**src/rtl/dram_responder_pkg.sv**
```systemverilog
// Shared host-port definitions for the data-RAM responder: command opcodes,
// host FSM states and the LEN-byte decoder.
package dram_responder_pkg;

    localparam logic [7:0] HOST_CMD_LOAD = 8'h01;
    localparam logic [7:0] HOST_CMD_DUMP = 8'h02;

    typedef enum logic [2:0] {
        S_CMD,
        S_ADDR,
        S_LEN,
        S_LOAD,
        S_DUMP_RD,
        S_DUMP_TX
    } host_state_e;

    // A LEN byte of zero requests a full 256-byte transfer.
    function automatic logic [8:0] len_to_cnt(input logic [7:0] len);
        return (len == 8'd0) ? 9'd256 : {1'b0, len};
    endfunction

endpackage

```
**src/rtl/dram_responder_if.sv**
```systemverilog
// CPU data-RAM bus plus the byte-stream host port of the RAM responder.
// master = CPU/host side, slave = memory responder.
interface dram_responder_if #(
    parameter int W_DATA = 8,
    parameter int W_ADDR = 8
);
    logic [W_ADDR-1:0] dram_addr;
    logic [W_DATA-1:0] dram_din;
    logic              dram_write;
    logic [W_DATA-1:0] dram_dout;
    logic              cpu_idle;
    logic              host_busy;
    logic [7:0]        host_in_data;
    logic              host_in_valid;
    logic              host_in_ready;
    logic [7:0]        host_out_data;
    logic              host_out_valid;
    logic              host_out_ready;
    logic              cmd_err;

    modport master (
        output dram_addr, dram_din, dram_write, cpu_idle,
        output host_in_data, host_in_valid, host_out_ready,
        input  dram_dout, host_busy, host_in_ready,
        input  host_out_data, host_out_valid, cmd_err
    );

    modport slave (
        input  dram_addr, dram_din, dram_write, cpu_idle,
        input  host_in_data, host_in_valid, host_out_ready,
        output dram_dout, host_busy, host_in_ready,
        output host_out_data, host_out_valid, cmd_err
    );
endinterface

```
**src/rtl/dram_responder_sp_sram.sv**
```systemverilog
// Single-port synchronous RAM, read-first: a write returns the old word on the
// same edge. The array is never reset; only the read register is.
module dram_responder_sp_sram #(
    parameter int W_DATA = 8,
    parameter int W_ADDR = 8
) (
    input  logic              clk,
    input  logic              rst,
    input  logic              we_i,
    input  logic [W_ADDR-1:0] addr_i,
    input  logic [W_DATA-1:0] wdata_i,
    output logic [W_DATA-1:0] rdata_o
);
    logic [W_DATA-1:0] mem_q [2**W_ADDR];
    logic [W_DATA-1:0] rdata_q;

    always_ff @(posedge clk) begin
        if (we_i) begin
            mem_q[addr_i] <= wdata_i;
        end
    end

    always_ff @(posedge clk or posedge rst) begin
        if (rst) begin
            rdata_q <= '0;
        end else begin
            rdata_q <= mem_q[addr_i];
        end
    end

    assign rdata_o = rdata_q;
endmodule

```
**src/rtl/dram_responder.sv**
```systemverilog
// CPU data-RAM responder with a host LOAD/DUMP byte port that owns the RAM
// (and holds off CPU writes) while a host transfer is in progress.
module dram_responder
    import dram_responder_pkg::*;
#(
    parameter int W_DATA = 8,
    parameter int W_ADDR = 8
) (
    input logic             clk,
    input logic             rst,
    dram_responder_if.slave bus
);
    host_state_e       state_q, state_d;
    logic [W_ADDR-1:0] hptr_q, hptr_d;
    logic [8:0]        cnt_q, cnt_d;
    logic              dump_q, dump_d;
    logic              stall_q, err_q, err_d;
    logic              in_fire, out_fire, stall, bad_op, cmd_ok;
    logic              in_ready, out_valid, busy;
    logic              mem_we;
    logic [W_ADDR-1:0] mem_addr;
    logic [W_DATA-1:0] mem_wdata, mem_rdata;

    assign in_fire  = bus.host_in_valid && in_ready;
    assign out_fire = out_valid && bus.host_out_ready;
    assign cmd_ok   = (bus.host_in_data == HOST_CMD_LOAD) || (bus.host_in_data == HOST_CMD_DUMP);
    assign stall    = (state_q == S_CMD) && bus.host_in_valid && !bus.cpu_idle;
    assign bad_op   = (state_q == S_CMD) && in_fire && !cmd_ok;
    // Error fires once on stall entry, not every stalled cycle.
    assign err_d    = bad_op || (stall && !stall_q) || (busy && bus.dram_write);

    always_ff @(posedge clk or posedge rst) begin
        if (rst) begin
            state_q <= S_CMD;
            hptr_q  <= '0;
            cnt_q   <= '0;
            dump_q  <= 1'b0;
            stall_q <= 1'b0;
            err_q   <= 1'b0;
        end else begin
            state_q <= state_d;
            hptr_q  <= hptr_d;
            cnt_q   <= cnt_d;
            dump_q  <= dump_d;
            stall_q <= stall;
            err_q   <= err_d;
        end
    end

    always_comb begin
        state_d = state_q;
        case (state_q)
            S_CMD:     if (in_fire && cmd_ok) state_d = S_ADDR;
            S_ADDR:    if (in_fire) state_d = S_LEN;
            S_LEN:     if (in_fire) state_d = dump_q ? S_DUMP_RD : S_LOAD;
            S_LOAD:    if (in_fire && cnt_q == 9'd1) state_d = S_CMD;
            S_DUMP_RD: state_d = S_DUMP_TX;
            S_DUMP_TX: if (out_fire) state_d = (cnt_q == 9'd1) ? S_CMD : S_DUMP_RD;
            default:   state_d = S_CMD;
        endcase
    end

    always_comb begin
        hptr_d = hptr_q;
        cnt_d  = cnt_q;
        dump_d = dump_q;
        case (state_q)
            S_CMD:  if (in_fire) dump_d = (bus.host_in_data == HOST_CMD_DUMP);
            S_ADDR: if (in_fire) hptr_d = W_ADDR'(bus.host_in_data);
            S_LEN:  if (in_fire) cnt_d = len_to_cnt(bus.host_in_data);
            S_LOAD: begin
                if (in_fire) begin
                    hptr_d = hptr_q + 1'b1;
                    cnt_d  = cnt_q - 9'd1;
                end
            end
            S_DUMP_TX: begin
                if (out_fire) begin
                    hptr_d = hptr_q + 1'b1;
                    cnt_d  = cnt_q - 9'd1;
                end
            end
            default: ;
        endcase
    end

    // The RAM read register doubles as the held dump word: address and contents
    // cannot change while S_DUMP_TX waits for the host.
    always_comb begin
        in_ready  = 1'b0;
        out_valid = 1'b0;
        busy      = (state_q != S_CMD);
        case (state_q)
            S_CMD:                 in_ready = bus.cpu_idle;
            S_ADDR, S_LEN, S_LOAD: in_ready = 1'b1;
            S_DUMP_TX:             out_valid = 1'b1;
            default: ;
        endcase
        mem_addr  = busy ? hptr_q : bus.dram_addr;
        mem_we    = busy ? ((state_q == S_LOAD) && bus.host_in_valid) : bus.dram_write;
        mem_wdata = busy ? W_DATA'(bus.host_in_data) : bus.dram_din;
    end

    dram_responder_sp_sram #(
        .W_DATA(W_DATA),
        .W_ADDR(W_ADDR)
    ) u_ram (
        .clk    (clk),
        .rst    (rst),
        .we_i   (mem_we),
        .addr_i (mem_addr),
        .wdata_i(mem_wdata),
        .rdata_o(mem_rdata)
    );

    assign bus.dram_dout      = mem_rdata;
    assign bus.host_out_data  = 8'(mem_rdata);
    assign bus.host_out_valid = out_valid;
    assign bus.host_in_ready  = in_ready;
    assign bus.host_busy      = busy;
    assign bus.cmd_err        = err_q;
endmodule

```
**src/flat_wrapper.sv**
```systemverilog
// flat-port wrapper written by rule: the top's interface ports become plain ports
module dram_responder_flat import dram_responder_pkg::*;
#(
    parameter int W_DATA = 8,
    parameter int W_ADDR = 8
)
  (clk, rst, bus_dram_addr, bus_dram_din, bus_dram_write, bus_cpu_idle, bus_host_in_data, bus_host_in_valid, bus_host_out_ready, bus_dram_dout, bus_host_busy, bus_host_in_ready, bus_host_out_data, bus_host_out_valid, bus_cmd_err);
  dram_responder_if #(.W_DATA(W_DATA), .W_ADDR(W_ADDR)) bus_i ();
  input logic clk;
  input logic rst;
  input wire logic [$bits(bus_i.dram_addr)-1:0] bus_dram_addr;
  input wire logic [$bits(bus_i.dram_din)-1:0] bus_dram_din;
  input wire logic [$bits(bus_i.dram_write)-1:0] bus_dram_write;
  input wire logic [$bits(bus_i.cpu_idle)-1:0] bus_cpu_idle;
  input wire logic [$bits(bus_i.host_in_data)-1:0] bus_host_in_data;
  input wire logic [$bits(bus_i.host_in_valid)-1:0] bus_host_in_valid;
  input wire logic [$bits(bus_i.host_out_ready)-1:0] bus_host_out_ready;
  output wire logic [$bits(bus_i.dram_dout)-1:0] bus_dram_dout;
  output wire logic [$bits(bus_i.host_busy)-1:0] bus_host_busy;
  output wire logic [$bits(bus_i.host_in_ready)-1:0] bus_host_in_ready;
  output wire logic [$bits(bus_i.host_out_data)-1:0] bus_host_out_data;
  output wire logic [$bits(bus_i.host_out_valid)-1:0] bus_host_out_valid;
  output wire logic [$bits(bus_i.cmd_err)-1:0] bus_cmd_err;
  assign bus_i.dram_addr = bus_dram_addr;
  assign bus_i.dram_din = bus_dram_din;
  assign bus_i.dram_write = bus_dram_write;
  assign bus_i.cpu_idle = bus_cpu_idle;
  assign bus_i.host_in_data = bus_host_in_data;
  assign bus_i.host_in_valid = bus_host_in_valid;
  assign bus_i.host_out_ready = bus_host_out_ready;
  assign bus_dram_dout = bus_i.dram_dout;
  assign bus_host_busy = bus_i.host_busy;
  assign bus_host_in_ready = bus_i.host_in_ready;
  assign bus_host_out_data = bus_i.host_out_data;
  assign bus_host_out_valid = bus_i.host_out_valid;
  assign bus_cmd_err = bus_i.cmd_err;
  dram_responder #(.W_DATA(W_DATA), .W_ADDR(W_ADDR)) u_core (.clk(clk), .rst(rst), .bus(bus_i));
endmodule
```
**config.mk**
```make
export PLATFORM = sky130hd
export DESIGN_NAME = dram_responder_flat
export DESIGN_NICKNAME = d
export VERILOG_FILES = /design/src/rtl/dram_responder_pkg.sv /design/src/rtl/dram_responder_if.sv /design/src/rtl/dram_responder_sp_sram.sv /design/src/rtl/dram_responder.sv /design/src/flat_wrapper.sv
export SDC_FILE = /design/constraint.sdc
export NUM_CORES = 2
export LEC_CHECK = 0
export CAP_MARGIN = 20
export CORE_MARGIN = 2
export CORE_UTILIZATION = 60
export DETAILED_ROUTE_END_ITERATION = 7
export PLACE_DENSITY = 0.81
export SLEW_MARGIN = 20
export SYNTH_ARGS = -nofsm -noshare
export SYNTH_HDL_FRONTEND = slang
export SYNTH_SLANG_ARGS = --single-unit
```
**constraint.sdc**
```tcl
create_clock -name clk -period 9.5 [get_ports clk]
set_clock_uncertainty 0.2 [all_clocks]
set_input_delay 1.9 -clock clk [delete_from_list [all_inputs] [get_ports clk]]
set_output_delay 1.9 -clock clk [all_outputs]
set_load 0.02 [all_outputs]
```
# --- Yosys cells after proc, flatten, opt, wreduce, memory -nomap -nowiden ---
# Memory sizes are Yosys's and may differ from the RTL's. A register that Yosys moved wholly into a read port is not among the register bits.
# Cells that the tools add are included.
op_classes:
  reduce_logical: 27
  mux: 24
  eq_ne: 14
  addsub: 2
ops:
  columns: ["op", "n"]
  rows:
  - ["$mux 8", 5]
  - ["$mux 9", 4]
  - ["$pmux 9 s3", 1]
  - ["$pmux 8 s3", 1]
  - ["$mux 3", 7]
  - ["$pmux 3 s6", 1]
  - ["$logic_and 1x1->1", 11]
  - ["$ne 2x1->1 const B", 5]
  - ["$eq 9x1->1 const B", 1]
  - ["$reduce_bool 3->1", 3]
  - ["$sub 9x1->9 const B", 1]
  - ["$add 8x1->8 const B", 1]
  - ["$eq 8x1->1 const B", 1]
  - ["$eq 8x2->1 const B", 1]
  - ["$logic_not 8->1", 1]
  - ["$reduce_and 4->1", 2]
  - ["$eq 3x2->1 const B", 2]
  - ["$eq 3x3->1 const B", 2]
  - ["$reduce_and 5->1", 1]
  - ["$mux 1", 4]
  - ["$eq 3x1->1 const B", 1]
  - ["$logic_not 1->1", 3]
  - ["$logic_not 3->1", 1]
  - ["$logic_or 1x1->1", 3]
  - ["other kinds (4)", 4]
word_totals:
  elab_cells: 74
  ram_bits: 2048
  regBits: 23
  mem_count: 1
  output_inout_bits: 20
  inputBits: 30
mem_list:
  columns: ["name", "depth", "width", "read_ports", "rd_ports_with_merged_regs", "write_ports", "line_no", "text"]
  rows:
  - ["u_core.u_ram.mem_q", 256, 8, 1, 1, 1, "dram_responder_sp_sram.sv:14", "logic [W_DATA-1:0] mem_q [2**W_ADDR];"]

# --- Logic depth before layout (Yosys ltp) ---
depth:
  depth_word: 8
  depth_mapped: 14
  ltp_nobuf: 9

# --- By module ---
# From an unflattened synthesis, not the netlist that was laid out.
unflattened:
  cells_unflattened: 3777
  hier_area_um2: 80265.7
modules_own_cells:
  columns: ["mod", "instances", "cells_per_inst", "area_each_um2"]
  rows:
  - ["dram_responder_sp_sram", 1, 3548, 78514.1]
  - ["dram_responder", 1, 229, 1751.7]

# --- Least setup slack after synthesis ---
# Ideal clock, no wire load.
synth_timing:
  path_type: "in2reg"
  start: "input bus_dram_din[0]"
  end: "memory u_core.u_ram.mem_q[0][0] (data pin)"
  path_stages: 2
  t_required_ns: 8.477
  t_arrival_ns: 4.996
  path_buffers: 0
  slack_ns: 3.481
  path_cell_list: "nand2_1 > nand2_1"
synth_between:
  elab_chain_len: 1
synth_rtl:
  columns: ["item", "line_no", "text"]
  rows:
  - ["from (decl)", "flat_wrapper.sv:12", "input wire logic [$bits(bus_i.dram_din)-1:0] bus_dram_din;"]
  - ["$mux 8", "dram_responder.sv:101", "mem_wdata = busy ? W_DATA'(bus.host_in_data) : bus.dram_din;"]
  - ["via u_core.mem_wdata[0]", "dram_responder.sv:22", "logic [W_DATA-1:0] mem_wdata, mem_rdata;"]
  - ["to (decl)", "dram_responder_sp_sram.sv:14", null]
# The timed path passes the listed nets, and every way through them passes these cells.

# --- Worst setup path after layout ---
layout_timing:
  start: "input bus_dram_addr[0]"
  end: "register u_core.u_ram.rdata_q[6] (netlist: u_core.u_ram.rdata_o[6]) (read register of u_core.u_ram.mem_q)"
layout_between:
  elab_chain_len: 1
layout_rtl:
  columns: ["item", "line_no", "text"]
  rows:
  - ["from (decl)", "flat_wrapper.sv:11", "input wire logic [$bits(bus_i.dram_addr)-1:0] bus_dram_addr;"]
  - ["$mux 8", "dram_responder.sv:99", "mem_addr = busy ? hptr_q : bus.dram_addr;"]
  - ["to (decl)", "dram_responder_sp_sram.sv:15", "logic [W_DATA-1:0] rdata_q;"]
# No other way between the ends.
# A chain may end at the register's enable or synchronous reset.

==> results.py <==
metrics = {
    "place": {
        "routabilityCongestion": 0.897,
        "dpl.hpwl_um": 124000,
        "dpl_cell_area_um2": 84400,
        "portBuffers": 49,
        "place_inst": 7627,
    },
    "die": {
        "start_util_pct": 60.2,
        "fp.dieW_um": 375,
        "rows": 136,
        "die_y_um": 375,
        "pin_count": 50,
        "coreArea_um2": 137000,
        "die-area_um2": 140000,
    },
    "pwr": {
        "power_mw": 29.3,
        "ir_drop_uv": 403,
        "switching_share_pct": 39.2,
        "p_leak_nw": 29.3,
        "power_frac_seq_pct": 38.5,
        "clockPowerShare_pct": 25.8,
        "power.switching_mw": 11.5,
        "combPwrFrac_pct": 35.7,
        "p_int_mw": 17.8,
        "powerDensity_nw_per_um2": 324,
    },
    "sta": {
        "period_share_pct": 73.7,
        "slew-limit-headroom_pct": 21.8,
        "fmax_mhz": 143,
        "holdWs_ps": 318,
        "rsz0062_at_grt": "false",
        "tightest_slew_ps": 1170,
        "slew_violations": 0,
        "setup-tns-final_ps": 0,
        "hold_viol": 0,
        "setup_viol": 0,
        "period_needed_ps": 7010,
    },
    "setup_path": {
        "worstSetupStartpointType": "primary input",
        "ff2ff_path_depth": 11,
        "cp.arrival_ps": 7460,
        "critPathCaptureType": "register",
        "required_ps": 9950,
        "worst_r2r_startpoint": "u_core.state_q[2]",
        "rrSetupSlack_ps": 2910,
        "cp-startpoint": "bus_dram_addr[0]",
        "rr_endpoint": "u_core.u_ram.rdata_o[6]",
        "worstSetupPathType": "primary input to register",
        "crit_end": "u_core.u_ram.rdata_o[6]",
        "path_max_fanout": 141,
    },
    "routing": {
        "drt_iter0_markers": 8914,
        "drc": 3,
        "postRouteAntennaNets": 0,
        "viasPerCell": 6.75,
        "routed_wl_um": 218000,
        "vias": 53902,
        "wire_per_inst_um": 27.3,
        "drt-pass1-iter-count": 8,
    },
    "run_status": {
        "violations": "design-rule violations",
        "outcome": "finished, violations left",
    },
    "logic_synthesis": {
        "yosysSeqAreaShare_pct": 75.5,
        "ys.flop_type": "edfxtp_1",
        "avgSynthCellArea_um2": 13.5,
        "synth_fp_nets": 6160,
        "synth.distinct_cells": 58,
        "synth_area_um2": 82500,
        "syn_inst": 6127,
        "synth-edff-count": 2048,
        "ys_ff_latch": 2079,
        "ys_warn_count": 0,
        "synth_async_sr_flop_share_pct": 1.49,
    },
    "clock_tree": {
        "tritoncts": "done",
        "postCtsResizedCells": 0,
        "cts_buffer_depth": 3,
        "numCtsBuffers": 195,
        "cts_root_buf": "clkbuf_16",
        "holdBufCountCts": 0,
        "clk_pin_slew_ps": 60,
        "cts.sinks": 2079,
        "clock_latency_ps": 850,
        "post_cts_buffers": 0,
        "htree_levels": 4,
    },
    "layout": {
        "final_nets": 6064,
        "final_area_um2": 90600,
        "instances_no_fill": 7990,
        "syn2layout_area_growth_pct": 9.89,
        "drive_gt1_share_pct": 6.69,
        "fillers": 8752,
    },
    "global_routing": {
        "gr-total-overflow": 0,
        "grt_first_pass_wirelength_um": 321000,
        "grt.total_usage_pct": 30.5,
        "grt_pass1_vias": 51117,
        "grt_max_degree": 227,
        "grt_antenna_before_repair": 5,
    },
    "hold_path": {
        "min_path_type": "register to register",
    },
    "run": {
        "maxCapViolCount": 0,
    },
}
==> cells in the mapped netlist (41+ instances only) <==
library cell | instances | area, um2
edfxtp_1 | 2048 | 61500
nand2_1 | 1553 | 5830
a21oi_1 | 487 | 2440
nand3_1 | 382 | 1910
nor2_1 | 319 | 1200
clkbuf_1 | 223 | 837
a32oi_1 | 120 | 1050
buf_2 | 118 | 591
mux2i_1 | 106 | 1060
a31oi_1 | 95 | 594
nand4_1 | 90 | 563
a22oi_1 | 76 | 571
a221oi_1 | 74 | 648
buf_1 | 64 | 240
o2111ai_1 | 41 | 359
==> kinds of logic after synthesis <==
family / Yosys count / share of synthesized area [%]
compound gates: 1020 / 8.00
xor+xnor: 2 / 0.0212
mux: 122 / 1.70
flops: 2079 / 75.5
fa+ha+maj: 3 / 0.0455
buf+inv: 439 / 2.33
simple gates: 2462 / 12.4
==> metal layers <==
layer	track usage, %	share of wire, %	vias up
met5	0	0.014	-
met4	16.3	5.7	4
met3	7.19	13	734
met2	46.9	47	4317
met1	40.9	35	26133
li1	-	-	22714
==> state kept, by name (all words and copies together) (netlist names) <==
name / count
u_core.u_ram.rdata_o: 8
u_core.dump_q: 1
u_core.u_ram.mem_q: 2048
u_core.state_q: 3
u_core.bus.cmd_err: 1
u_core.hptr_q: 8
u_core.stall_q: 1
u_core.cnt_q: 9
==> final cells by class <==
| type | count | area, um2 | area share (%) |
|---|---|---|---|
| Multi-Input combinational cell | 3609 | 18500 | 20.4 |
| Inverter | 11 | 41.3 | 0.0456 |
| Antenna cell | 4 | 10.0 | 0.0110 |
| Tap cell | 1794 | 2240 | 2.48 |
| Clock inverter | 104 | 1000 | 1.11 |
| Sequential cell | 2079 | 62300 | 68.7 |
| Clock buffer | 254 | 5180 | 5.72 |
| Timing Repair Buffer | 135 | 1370 | 1.51 |
==> stage by stage <==
stage                     utilization, %  setup WS, ps
after floorplan                        -          3480
after global routing                66.2          2510
after CTS                           66.1          2900
after global placement              61.6          2170
after detailed placement            61.6          2020
final                               66.2          2490
==> power groups by stage <==
stage	registers (mW)	clock network, mW	logic (mW)
2_1_floorplan	11.7	0	6.44
3_3_place_gp	11.5	0	9.70
3_5_place_dp	11.5	0	9.98
4_1_cts	11.3	7.56	10.1
5_1_grt	11.3	7.92	11.0
6_report	11.3	7.57	10.5
==> worst min-delay path by stage <==
| stage | from | cells after the start | slack [ps] | to |
|---|---|---|---|---|
| floorplan | u_core.cnt_q[7] | 2 | 270 | u_core.cnt_q[7] |
| global placement | u_core.cnt_q[8] | 2 | 300 | u_core.cnt_q[8] |
| detailed placement | u_core.cnt_q[7] | 2 | 310 | u_core.cnt_q[7] |
| CTS | u_core.cnt_q[7] | 2 | 330 | u_core.cnt_q[7] |
| global route | u_core.cnt_q[7] | 2 | 360 | u_core.cnt_q[7] |
| finish | u_core.cnt_q[7] | 2 | 320 | u_core.cnt_q[7] |
==> placed cells by master (no fill, tap or decap), types with 6 or more instances in the layout <==
master / netlist / layout
a221oi_1: 74 / 74
a32oi_1: 120 / 120
nor3_1: 22 / 19
clkdlybuf4s50_1: 0 / 49
mux2i_1: 106 / 105
nand2_1: 1553 / 1536
clkinv_2: 0 / 38
nand4_1: 90 / 90
o2111ai_1: 41 / 41
nor2_2: 0 / 6
buf_4: 13 / 68
nor4_1: 20 / 18
a211oi_1: 30 / 30
nand3_1: 382 / 382
nand2b_1: 8 / 8
inv_1: 10 / 9
a22oi_1: 76 / 76
o21ai_0: 31 / 30
clkinv_1: 0 / 38
clkbuf_16: 0 / 196
a41oi_1: 23 / 23
dfrtp_1: 31 / 31
a21oi_1: 487 / 487
nor2_1: 319 / 312
and3_1: 35 / 35
buf_12: 0 / 17
clkbuf_8: 0 / 6
edfxtp_1: 2048 / 2048
a311o_1: 7 / 7
mux4_2: 14 / 14
a31oi_1: 95 / 94
o211ai_1: 15 / 15
bufinv_16: 0 / 11
clkbuf_1: 223 / 52
clkinv_16: 0 / 6
nand2_4: 0 / 11
==> worst max-delay path: stages <==
cell,delay [ps]
clkdlybuf4s50_1,780
or4b_1,840
and2_4,620
buf_12,540
mux2i_1,280
a221oi_1,110
nor4_1,630
a31oi_1,380
nor4_1,1040
nand4_1,190
Power figures use the tool's default switching activity.
